--- config.mk ---
export PLATFORM = sky130hd
export DESIGN_NAME = alu_op_sequencer
export DESIGN_NICKNAME = d
export VERILOG_FILES = /design/src/rtl/alu_op_sequencer_pkg.sv /design/src/rtl/alu_op_sequencer_op_class_decode.sv /design/src/rtl/alu_op_sequencer.sv
export SDC_FILE = /design/constraint.sdc
export NUM_CORES = 1
export LEC_CHECK = 0
export CAP_MARGIN = 20
export CORE_AREA = 2 2 51 58
export DETAILED_ROUTE_END_ITERATION = 16
export DIE_AREA = 0 0 53 60
export PLACE_DENSITY = 0.81
export SYNTH_ARGS = -nofsm -noshare
export SYNTH_HDL_FRONTEND = slang
export SYNTH_SLANG_ARGS = --single-unit
--- constraint.sdc ---
create_clock -name Clock -period 2.6 [get_ports Clock]
set_clock_uncertainty 0.2 [all_clocks]
set_input_delay 0.39 -clock Clock [delete_from_list [all_inputs] [get_ports Clock]]
set_output_delay 0.39 -clock Clock [all_outputs]
set_load 0.01 [all_outputs]
--- src/rtl/alu_op_sequencer_pkg.sv ---
// Shared types and opcode constants for the ALU instruction sequencer.
// State encoding is fixed so that the debug state output stays stable.
package alu_op_sequencer_pkg;

  typedef enum logic [3:0] {
    IDLE = 4'd0,
    T0   = 4'd1,
    T1   = 4'd2,
    T2   = 4'd3,
    T3   = 4'd4,
    T4   = 4'd5,
    T5   = 4'd6,
    T6   = 4'd7,
    HALT = 4'd8
  } state_t;

  typedef enum logic [1:0] {
    IMM,
    MOVE,
    MULDIV,
    ILLEGAL
  } op_class_t;

  localparam logic [4:0] OP_ADDI = 5'b00011;
  localparam logic [4:0] OP_ANDI = 5'b01011;
  localparam logic [4:0] OP_ORI  = 5'b01010;
  localparam logic [4:0] OP_MFHI = 5'b10000;
  localparam logic [4:0] OP_MFLO = 5'b10001;
  localparam logic [4:0] OP_MUL  = 5'b01110;
  localparam logic [4:0] OP_DIV  = 5'b01111;

endpackage

--- src/rtl/alu_op_sequencer_op_class_decode.sv ---
// Combinational opcode-to-instruction-class mapping used by the execute phase.
module op_class_decode
  import alu_op_sequencer_pkg::*;
#(
  parameter int             OPW     = 5,
  parameter logic [OPW-1:0] OP_ADDI = OPW'(5'b00011),
  parameter logic [OPW-1:0] OP_ANDI = OPW'(5'b01011),
  parameter logic [OPW-1:0] OP_ORI  = OPW'(5'b01010),
  parameter logic [OPW-1:0] OP_MFHI = OPW'(5'b10000),
  parameter logic [OPW-1:0] OP_MFLO = OPW'(5'b10001),
  parameter logic [OPW-1:0] OP_MUL  = OPW'(5'b01110),
  parameter logic [OPW-1:0] OP_DIV  = OPW'(5'b01111)
) (
  input  logic [OPW-1:0] op,
  output op_class_t      op_class
);

  always_comb begin
    op_class = ILLEGAL;
    if (op == OP_ADDI || op == OP_ANDI || op == OP_ORI) op_class = IMM;
    else if (op == OP_MFHI || op == OP_MFLO)             op_class = MOVE;
    else if (op == OP_MUL || op == OP_DIV)               op_class = MULDIV;
  end

endmodule

--- src/rtl/alu_op_sequencer.sv ---
// Moore control sequencer: fetch (T0-T2) then class-specific execute (T3-T6).
// Handshake: run=1 in IDLE or the last execute cycle starts a fetch; T1 waits for Mem_ready=1.
module alu_op_sequencer
  import alu_op_sequencer_pkg::*;
#(
  parameter int             OPW         = 5,
  parameter int             MEM_TIMEOUT = 8,
  parameter logic [OPW-1:0] OP_ADDI     = OPW'(alu_op_sequencer_pkg::OP_ADDI),
  parameter logic [OPW-1:0] OP_ANDI     = OPW'(alu_op_sequencer_pkg::OP_ANDI),
  parameter logic [OPW-1:0] OP_ORI      = OPW'(alu_op_sequencer_pkg::OP_ORI),
  parameter logic [OPW-1:0] OP_MFHI     = OPW'(alu_op_sequencer_pkg::OP_MFHI),
  parameter logic [OPW-1:0] OP_MFLO     = OPW'(alu_op_sequencer_pkg::OP_MFLO),
  parameter logic [OPW-1:0] OP_MUL      = OPW'(alu_op_sequencer_pkg::OP_MUL),
  parameter logic [OPW-1:0] OP_DIV      = OPW'(alu_op_sequencer_pkg::OP_DIV)
) (
  input  logic           Clock,
  input  logic           clear,
  input  logic           run,
  input  logic [OPW-1:0] IR_op,
  input  logic           Mem_ready,
  output logic           PCout,
  output logic           IncPC,
  output logic           MARin,
  output logic           Zin,
  output logic           Zlo_out,
  output logic           Zhi_out,
  output logic           PCin,
  output logic           MDRin,
  output logic           Mem_Read,
  output logic           Mem_enable512x32,
  output logic           MDRout,
  output logic           IRin,
  output logic           Grb,
  output logic           Grc,
  output logic           Gra,
  output logic           Rout,
  output logic           Rin,
  output logic           Yin,
  output logic           Cout,
  output logic           HIout,
  output logic           LOout,
  output logic           HIin,
  output logic           LOin,
  output logic [OPW-1:0] opcode,
  output logic           instr_done,
  output logic           fault,
  output logic [3:0]     state
);

  localparam int CW = $clog2(MEM_TIMEOUT + 1);

  state_t         state_q, state_d;
  logic [OPW-1:0] op_q;
  logic [CW-1:0]  wait_cnt;
  logic           fault_q;
  op_class_t      op_class;

  op_class_decode #(
    .OPW(OPW), .OP_ADDI(OP_ADDI), .OP_ANDI(OP_ANDI), .OP_ORI(OP_ORI),
    .OP_MFHI(OP_MFHI), .OP_MFLO(OP_MFLO), .OP_MUL(OP_MUL), .OP_DIV(OP_DIV)
  ) u_decode (
    .op       (op_q),
    .op_class (op_class)
  );

  always_ff @(posedge Clock or negedge clear) begin
    if (!clear) begin
      state_q  <= IDLE;
      op_q     <= '0;
      wait_cnt <= '0;
      fault_q  <= 1'b0;
    end else begin
      state_q <= state_d;
      if (state_q == T2) op_q <= IR_op;
      // Counts consecutive not-ready T1 cycles; zero also marks the first T1 cycle.
      if (state_q == T1 && !Mem_ready) wait_cnt <= wait_cnt + 1'b1;
      else                             wait_cnt <= '0;
      if (state_d == HALT) fault_q <= 1'b1;
    end
  end

  always_comb begin
    state_d          = state_q;
    PCout            = 1'b0;
    IncPC            = 1'b0;
    MARin            = 1'b0;
    Zin              = 1'b0;
    Zlo_out          = 1'b0;
    Zhi_out          = 1'b0;
    PCin             = 1'b0;
    MDRin            = 1'b0;
    Mem_Read         = 1'b0;
    Mem_enable512x32 = 1'b0;
    MDRout           = 1'b0;
    IRin             = 1'b0;
    Grb              = 1'b0;
    Grc              = 1'b0;
    Gra              = 1'b0;
    Rout             = 1'b0;
    Rin              = 1'b0;
    Yin              = 1'b0;
    Cout             = 1'b0;
    HIout            = 1'b0;
    LOout            = 1'b0;
    HIin             = 1'b0;
    LOin             = 1'b0;
    opcode           = '0;
    instr_done       = 1'b0;
    case (state_q)
      IDLE: if (run) state_d = T0;
      T0: begin
        PCout = 1'b1; IncPC = 1'b1; MARin = 1'b1; Zin = 1'b1;
        state_d = T1;
      end
      T1: begin
        Zlo_out = 1'b1; MDRin = 1'b1; Mem_Read = 1'b1; Mem_enable512x32 = 1'b1;
        PCin = (wait_cnt == '0);
        if (Mem_ready)                              state_d = T2;
        else if (wait_cnt == CW'(MEM_TIMEOUT - 1)) state_d = HALT;
      end
      T2: begin
        MDRout = 1'b1; IRin = 1'b1;
        state_d = T3;
      end
      T3: begin
        case (op_class)
          IMM:    begin Grb = 1'b1; Rout = 1'b1; Yin = 1'b1; state_d = T4; end
          MULDIV: begin Gra = 1'b1; Rout = 1'b1; Yin = 1'b1; state_d = T4; end
          MOVE: begin
            HIout = (op_q == OP_MFHI);
            LOout = (op_q != OP_MFHI);
            Gra = 1'b1; Rin = 1'b1; instr_done = 1'b1;
          end
          default: state_d = HALT;
        endcase
      end
      T4: begin
        opcode = op_q; Zin = 1'b1;
        if (op_class == IMM) Cout = 1'b1;
        else begin Grb = 1'b1; Rout = 1'b1; end
        state_d = T5;
      end
      T5: begin
        Zlo_out = 1'b1;
        if (op_class == IMM) begin Gra = 1'b1; Rin = 1'b1; instr_done = 1'b1; end
        else begin LOin = 1'b1; state_d = T6; end
      end
      T6: begin
        Zhi_out = 1'b1; HIin = 1'b1; instr_done = 1'b1;
      end
      HALT: state_d = HALT;
      default: state_d = IDLE;
    endcase
    if (instr_done) state_d = run ? T0 : IDLE;
  end

  assign fault = fault_q;
  assign state = state_q;

endmodule

# Word level (Yosys, flattened, before mapping)
# Index checks and enable logic that the tools add are counted.
[classes] addsub=1 eq_ne=20 muxes=37 n_reduce_logical=13
[op_table] op="$pmux W4 S9" n=1
[op_table] op="$mux W4" n=6
[op_table] op="$mux W1" n=21
[op_table] op="$eq A4 B3 Y1 const B" n=5
[op_table] op="$eq A5 B4 Y1 const B" n=4
[op_table] op="$eq A5 B5 Y1 const B" n=2
[op_table] op="$eq A4 B2 Y1 const B" n=2
[op_table] op="$eq A4 B4 Y1 const B" n=2
[op_table] op="$logic_not A4 Y1" n=2
[op_table] op="$pmux W1 S2" n=4
[op_table] op="$pmux W4 S2" n=1
[op_table] op="$reduce_or A2 Y1" n=4
[op_table] op="$eq A5 B2 Y1 const B" n=1
[op_table] op="$mux W5" n=1
[op_table] op="$ne A5 B5 Y1 const B" n=1
[op_table] op="$add A4 B1 Y4 const B" n=1
[op_table] op="$eq A4 B1 Y1 const B" n=1
[op_table] op="$logic_or A1 B1 Y1" n=4
[op_table] op="$mux W2" n=2
[op_table] op="$pmux W1 S3" n=1
[op_table] op="$eq A2 B1 Y1 const B" n=1
[op_table] op="$eq A2 B2 Y1 const B" n=1
[op_table] op="$logic_not A2 Y1" n=1
[op_table] op="$logic_and A1 B1 Y1" n=1
[op_table] op="$logic_not A1 Y1" n=1
[word_totals] register_bits=14 in_bits=9 word_cells=75

# Logic depth before layout (Yosys ltp)
# Gate-level depths: netlist of run 1.
[depth] depth_word=11 ltp_mapped=10 ltp_nobuf=9

# Cells and area by module
# Synthesis of run 1 repeated with hierarchy kept, for this count alone.
[hier_totals] cells_unflattened=118 area_unflattened_um2=1074.8
[by_module_without_submodules] mod="alu_op_sequencer" instances=1 cells_per_inst=111 area_per_inst_um2=1026.0 seq_area_each_um2=350.3
[by_module_without_submodules] mod="op_class_decode" instances=1 cells_per_inst=7 area_per_inst_um2=48.8 seq_area_each_um2=0.0

# Worst setup path before layout of run 1
# No wires, ideal clock.
[synth_path] path_type="register to output" startpoint="register op_q[0]" endpoint="output port instr_done" arrival_ps=1846 t_required_ps=2010 path_slack_ps=164 stages_incl_launch_ff=6 path_buffers=0 path_cell_list="dfrtp_1 -> nor2b_1 -> o21ai_1 -> ha_1 -> or3b_2 -> a21oi_1"
[synth_via] elab_chain_cells=8 elab_cells_between_ends=19 classes_between="8 x eq/ne; 6 x mux; 5 x reduce/logical"
[synth_lines] item="from (decl)" line_no="alu_op_sequencer.sv:53" text="logic [OPW-1:0] op_q;"
[synth_lines] item="from (signal assigned)" line_no="alu_op_sequencer.sv:74" text="if (state_q == T2) op_q <= IR_op;"
[synth_lines] item="$eq A5 B4 Y1" line_no="alu_op_sequencer_op_class_decode.sv:22" text="else if (op == OP_MUL || op == OP_DIV) op_class = MULDIV;"
[synth_lines] item="$logic_or A1 B1 Y1" line_no="alu_op_sequencer_op_class_decode.sv:22"
[synth_lines] item="$mux W1" line_no="alu_op_sequencer_op_class_decode.sv:22"
[synth_lines] item="$mux W2" line_no="alu_op_sequencer_op_class_decode.sv:21" text="else if (op == OP_MFHI || op == OP_MFLO) op_class = MOVE;"
[synth_lines] item="$mux W2 (*)" line_no="alu_op_sequencer_op_class_decode.sv:20" text="if (op == OP_ADDI || op == OP_ANDI || op == OP_ORI) op_class = IMM;"
[synth_lines] item="$eq A2 B1 Y1 or $logic_not A2 Y1 (tied branches)" line_no="alu_op_sequencer.sv:126, alu_op_sequencer.sv:145"
[synth_lines] item="$mux W1 (on tied branches)" line_no="alu_op_sequencer.sv:126, alu_op_sequencer.sv:145"
[synth_lines] item="$pmux W1 S3 (*)" line_no="alu_op_sequencer.sv:109" text="case (state_q)"
[synth_lines] item="to (decl)" line_no="alu_op_sequencer.sv:45" text="output logic instr_done,"
# Mark *: on every way between the ends. The rest lies on a longest branch, timed or not.

# Worst setup path in the final report of run 1
# Ends and elaborated chain as after synthesis.

==> out/metrics.cfg, run 1 <==
[critical_path]
reg2reg_from=op_q[3]
crit_required_ns=2.01
crit_type=reg -> out
path_max_fanout=3
critPathCaptureType=output pin
crit_start=op_q[0]
start_kind=flop
cp.arrival_ns=2.00

[detailed_routing]
drc_errors=0
vias_per_cell=5.25
dr.pass1.iters=4
antenna_left=0
finalWirelength_um=3050
drtIter0Drc=25
post_drt_wl_per_cell_um=14.1
via_count=1133

[logic_synthesis]
synth-seq-area-share_pct=32.3
async_flop_share_pct=100
avgSynthCellArea_um2=8.41
ys.flop_type=dfrtp_1
synth_edf_count=0
yosys.cell_types.count=39
synthCells=129
yosys_warnings=0
synthesis.nets=143
syn_area_um2=1080
synth-seq-cells=14

[die]
core-area_um2=2630
die_w_um=53
row_count=20
initial_utilization_pct=41.3
dieArea_um2=3180
fp.dieH_um=60
io_pins=43

[sta]
timing.setup.tns_ns=0
max_freq_ghz=0.386
worstMarginPinSlew_ns=0.632
slew_violations=0
fin_worst_hold_slack_ns=0.277
post-route-period-util_pct=99.5
finalHoldViolations=0
rsz0062_at_grt=true
relSlewSlack_pct=57.8
period_minus_slack_ns=2.59
setup_violations=0

[place]
numPortBuffers=41
place_congestion=0.779
dpl.cell_count=205
place_hpwl_um=2150

[worst_hold_path]
hold_path_class=in -> async

[final_layout]
most-common-layout-cells=clkdlybuf4s50_1 (27), buf_4 (20), nor2_1 (14)
fin_nets=198
multi_input_area_um2=648
area_growth_pct=54.4
n_fill_cell=213
layout-drive-gt1-share_pct=29.0
seq_area_um2=353
final_util_pct=63.8
final_common_cell=clkdlybuf4s50_1
diodes=0
instances_no_fill=216

[grt]
gr-usage-all-layers_pct=18.9
grt_pass1_wl_um=4450
antenna_found_initial=0
grt_start_max_net_pins=15
grt_pass1_vias=1050
gr-total-overflow=0

[pwr]
p_int_w=0.000885
swShare_pct=42.0
pwr-share-comb_pct=64.6
pwr-share-seq_pct=24.6
total_leakage_power_nw=0.802
irDropWorstVdd_uv=619
power_frac_clock_pct=10.8
p_per_area_nw_per_um2=911
switching_power_w=0.000641

[cts]
cts_buffer_depth=2
path_clk_slew_ns=0.09
cts_made_buffers=3
cts_max_level=1
cts_hold_buffers=0
cts-root-buf=clkbuf_4
clock_latency_ns=0.30
clock-sinks=14
cts_tree=yes

[status]
status=completed

[flow_run]
max_cap_violations=0

[worst paths after layout]
| kind | endpoint | slack (ns) | cells past startpoint |
|---|---|---|---|
| setup / recovery | instr_done | 0.01 | 7 |
| hold / removal | op_q[2] | 0.28 | 1 |
| setup reg to reg | state[1] | 0.28 | 10 |
| hold reg to reg | wait_cnt[0] | 0.29 | 1 |
| max in group asynchronous | state[1] | 1.47 | 1 |
| min in group Clock | wait_cnt[0] | 0.29 | 1 |
[area by class of cell]
cell class / count / area share, %
Multi-Input combinational cell: 92 / 38.7
Timing Repair Buffer: 63 / 33.4
Sequential cell: 14 / 21.1
Clock buffer: 4 / 2.17
Tap cell: 33 / 2.46
Inverter: 10 / 2.24
[power groups by stage]
stage	Combinational, W	Clock (W)	Sequential (W)
3_5_place_dp	0.000896	0	0.000372
2_1_floorplan	0.000520	0	0.000369
6_report	0.000986	0.000165	0.000376
3_3_place_gp	0.000877	0	0.000366
4_1_cts	0.000914	0.000166	0.000371
5_1_grt	0.00107	0.000171	0.000385
[flip-flops by register name (all words and copies together), names as in the netlist]
name,cells
state,4
fault,1
op_q,5
wait_cnt,4
[worst max-delay path: stages, from the launching register on]
cell	delay (ns)
dfrtp_1	0.42
nor2b_1	0.15
o21ai_1	0.15
buf_4	0.13
ha_1	0.15
or3b_4	0.39
a21oi_4	0.16
buf_2	0.15
[stage by stage]
stage               area [um2]  total power [W]  worst slack, ns
global route              1680          0.00163           -0.109
global placement          1560          0.00124          -0.0553
CTS                       1620          0.00145           -0.142
floorplan                 1080         0.000889            0.164
finish                    1680          0.00153           0.0124
detailed placement        1560          0.00127           -0.180
[Yosys cell counts (2+ instances only)]
library cell	n	area (um2)
nor2_1	15	56.3
dfrtp_1	14	350
inv_1	10	37.5
a21oi_1	9	45.0
nand2_1	8	30.0
buf_4	7	52.6
and2_1	6	37.5
nor3_1	6	30.0
o21ai_0	6	30.0
ha_1	5	62.6
mux2_2	5	56.3
buf_2	4	20.0
nand2b_1	3	18.8
nor2b_1	3	18.8
nor4b_1	2	17.5
or4b_4	2	27.5
xnor2_1	2	17.5
[layer usage]
metal / track usage [%] / vias up / routed length [um]
met2: 35.9 / 27 / 1600
met5: 0 / - / 0
met1: 22.2 / 550 / 1280
met4: 5.49 / 0 / 50
met3: 1.50 / 7 / 116
li1: - / 549 / -
[kinds of logic after synthesis]
family                   share of synthesized area, %
AO/OA/AOI/OAI                                    15.5
XOR/XNOR                                         1.62
adder cells (fa/ha/maj)                          5.77
buffers and inverters                            11.5
flip-flops                                       32.3
multiplexers                                     6.11
other                                           0.346
AND/OR/NAND/NOR                                  26.9
[timing repair]
action,4_1_cts,5_1_grt
pin swaps,1,3
setup endpoints to repair,20,22
resized for setup,19,27
setup buffers,2,5
Note: power is estimated with default switching activity, not from simulation.
==> run 2: changes to the inputs <==
HOLD_SLACK_MARGIN = 0.05   (was not set)
==> results of run 2 <==
Final layout, timing and power as in run 1 (identical DEF).
==> RTL change (config.mk and constraints of run 2) <==
Register the output `fault` once more, with the module's reset; this adds one clock of latency there. The other outputs are not delayed to match.
--- a/src/rtl/alu_op_sequencer.sv
+++ b/src/rtl/alu_op_sequencer.sv
@@ -155,5 +155,11 @@
   end
 
-  assign fault = fault_q;
+  always_ff @(posedge Clock or negedge clear) begin
+    if (!clear) begin
+      fault <= '0;
+    end else begin
+      fault <= fault_q;
+    end
+  end
   assign state = state_q;
 
Function: changed (Yosys sat finds a counterexample within 10 cycles, from zero or initial values).
==> RTL change against run 2 <==
  * The flow now finishes with violations (negative setup slack)
  * Die area stayed put
  * Design area rose by 0.75%
  * Setup slack worse by 0.057 ns
  * Count of clock-buffer cells in the layout is 1 lower
  * Wire length is 3.9% lower
  * Sequential cell count is 1 higher
  * Clock power fell by 23%
  * Synthesized area increased by 2.3%
  * Power grew 0.32%
  * Via count is 1.3% lower
  * Global-route usage is 1.1 points higher
  * Critical path type unchanged
==> RTL change: results (changes against run 2) <==
Detailed routing
  – Detailed-routed wire length on met2: 1538 um (-3.8%)
  – WL met1: 1246 um (-2.7%)
  – First DRT Iteration DRCs: 18 (-28%)
  – Met3 routed WL: 125 um (+7.8%)
  – Post-DR wirelength/cell: 13.42 um (-4.8%)
  – DR vias/cell: 5.128 (-2.2%)

Status
  – Run status: complete, but fails checks
  – Failing checks: negative setup slack

Setup path
  – Critical path data arrival time: 2.05 ns (+0.05 ns)
  – Crit-path max cell delay: 0.45 ns (+0.03 ns)
  – Worst path slowest cell: sky130_fd_sc_hd__or3b_2

Final layout
  – Fin nets: 200 (+1.0%)
  – Ratio of cells with drive above 1 in the final layout: 0.3081 (+0.01849)

Global routing
  – Total track usage: 0.2003 (+0.01135)
  – Global-route wire length before repair: 4761 um (+7.0%)
  – GR Layer Usage met1: 0.2635 (+0.04109)
  – GRT met2 Usage: 0.3357 (-0.02321)
  – Pin count of the biggest net entering global routing: 16 (+1)
  – Met3 demand-to-capacity share in global routing: 0.02500 (+0.01000)

STA
  – Tightest Pin Transition: 0.6392 ns (+0.007545 ns)
  – Worst Slack Setup Final: -0.04438 ns (-0.05675 ns)
  – Final-report setup violation count: 1 (+1)

Placed design
  – Final weighted congestion of routability-driven global placement: 0.7702 (-1.1%)
  – Half-perimeter wire length of the detailed placement result: 2146 um (-0.30%)
  – Placed cell areas: 0.001594 mm2 (+2.1%)

Clocking
  – Clock latency of the later-clocked register in the worst-skew pair: 0.28 ns (-0.02 ns)
  – Max Root-Sink Buffers: 2 (unchanged)

Logic synthesis
  – Top area cells in the synthesized netlist: sky130_fd_sc_hd__dfrtp_1, sky130_fd_sc_hd__ha_1, sky130_fd_sc_hd__mux2_2
  – Post-Synthesis Net Count: 144 (+0.70%)
  – Most frequent cells after synthesis: sky130_fd_sc_hd__dfrtp_1, sky130_fd_sc_hd__nor2_1, sky130_fd_sc_hd__inv_1
  – Sequential share of the synthesized area: 0.3382 (+0.01527)

Pwr
  – Standby leakage power: 0.8125 nW (+1.3%)
  – Max VDD drop: 0.6313 mV (+2.0%)

Hold path
  – Tightest Hold Check Type: flop to flop
==> RTL change: cell count changes after synthesis, sizes merged <==
cell | before | now
dfrtp | 14 | 15
==> RTL change: power by group <==
part	leakage, nW	internal [mW]	switching, mW	total, mW
Sequential	0.183	0.303	0.0759	0.379
Combinational	0.612	0.533	0.492	1.02
Clock	0.0177	0.0571	0.0704	0.127
Total	0.812	0.893	0.638	1.53
==> RTL change: final timing paths <==
kind / startpoint / to / slack (ns) / cells past startpoint
min in group asynchronous: clear / fault_q$_DFFE_PN0N_ / 0.30 / 1
worst max-delay path: op_q[3]$_DFFE_PN0P_ / instr_done / -0.04 / 7
max in group asynchronous: clear / state[1]$_DFF_PN0_ / 1.46 / 1
worst min register to register: fault_q$_DFFE_PN0N_ / fault$_DFF_PN0_ / 0.20 / 0
worst min-delay path: fault_q$_DFFE_PN0N_ / fault$_DFF_PN0_ / 0.20 / 0
worst max register to register: op_q[3]$_DFFE_PN0P_ / state[1]$_DFF_PN0_ / 0.20 / 10
==> RTL change: repair_timing <==
action                                  4_1_cts  5_1_grt
endpoints found under the hold margin         0        0
pin swaps                                     3        5
setup buffers                                 4        3
endpoints found under the setup margin       14       21
gates resized for setup                      17       27
==> RTL change: worst max-delay path: cells and delay by family, from the launching register on <==
family                     cells  cell delay (ns)
AOI/OAI and AO/OA              2             0.32
buffers and inverters          3             0.43
DFF                            1             0.41
and+or+nand+nor                1             0.45
adders and majority gates      1             0.16
==> RTL change: cells by family (layout without fill, tap and decap cells) <==
| family | count (synthesis) | count (layout) | synth area share |
|---|---|---|---|
| muxes | 6 | 6 | 0.05975 |
| adders and majority gates | 5 | 5 | 0.05637 |
| AOI/OAI and AO/OA | 26 | 26 | 0.1511 |
| xor gates and xnor gates | 2 | 2 | 0.01579 |
| other | 1 | 1 | 0.003379 |
| buffers and inverters | 23 | 78 | 0.1127 |
| DFF | 15 | 15 | 0.3382 |
| and+or+nand+nor | 52 | 52 | 0.2627 |
==> RTL change: cell type report <==
cell class	instances	area, um2
Inverter	10	37.54
Fill cell	224	939.7
Sequential cell	15	377.9
Multi-Input combinational cell	92	645.6
Tap cell	33	41.29
Clock buffer	3	22.52
Clock inverter	1	5.005
Timing Repair Buffer	64	558.0
==> RTL change: stage by stage <==
step | instances | setup WS (ns) | setup TNS (ns) | hold slack [ns]
detailed placement | 207 | -0.1184 | -0.1237 | 0.1741
finish | 218 | -0.04438 | -0.04438 | 0.1977
global route | 218 | -0.1223 | -0.1247 | 0.2195
floorplan | 130 | 0.1638 | 0 | -0.1056
global placement | 207 | -0.05936 | -0.05936 | 0.1702
CTS | 215 | -0.1145 | -0.5191 | 0.1976
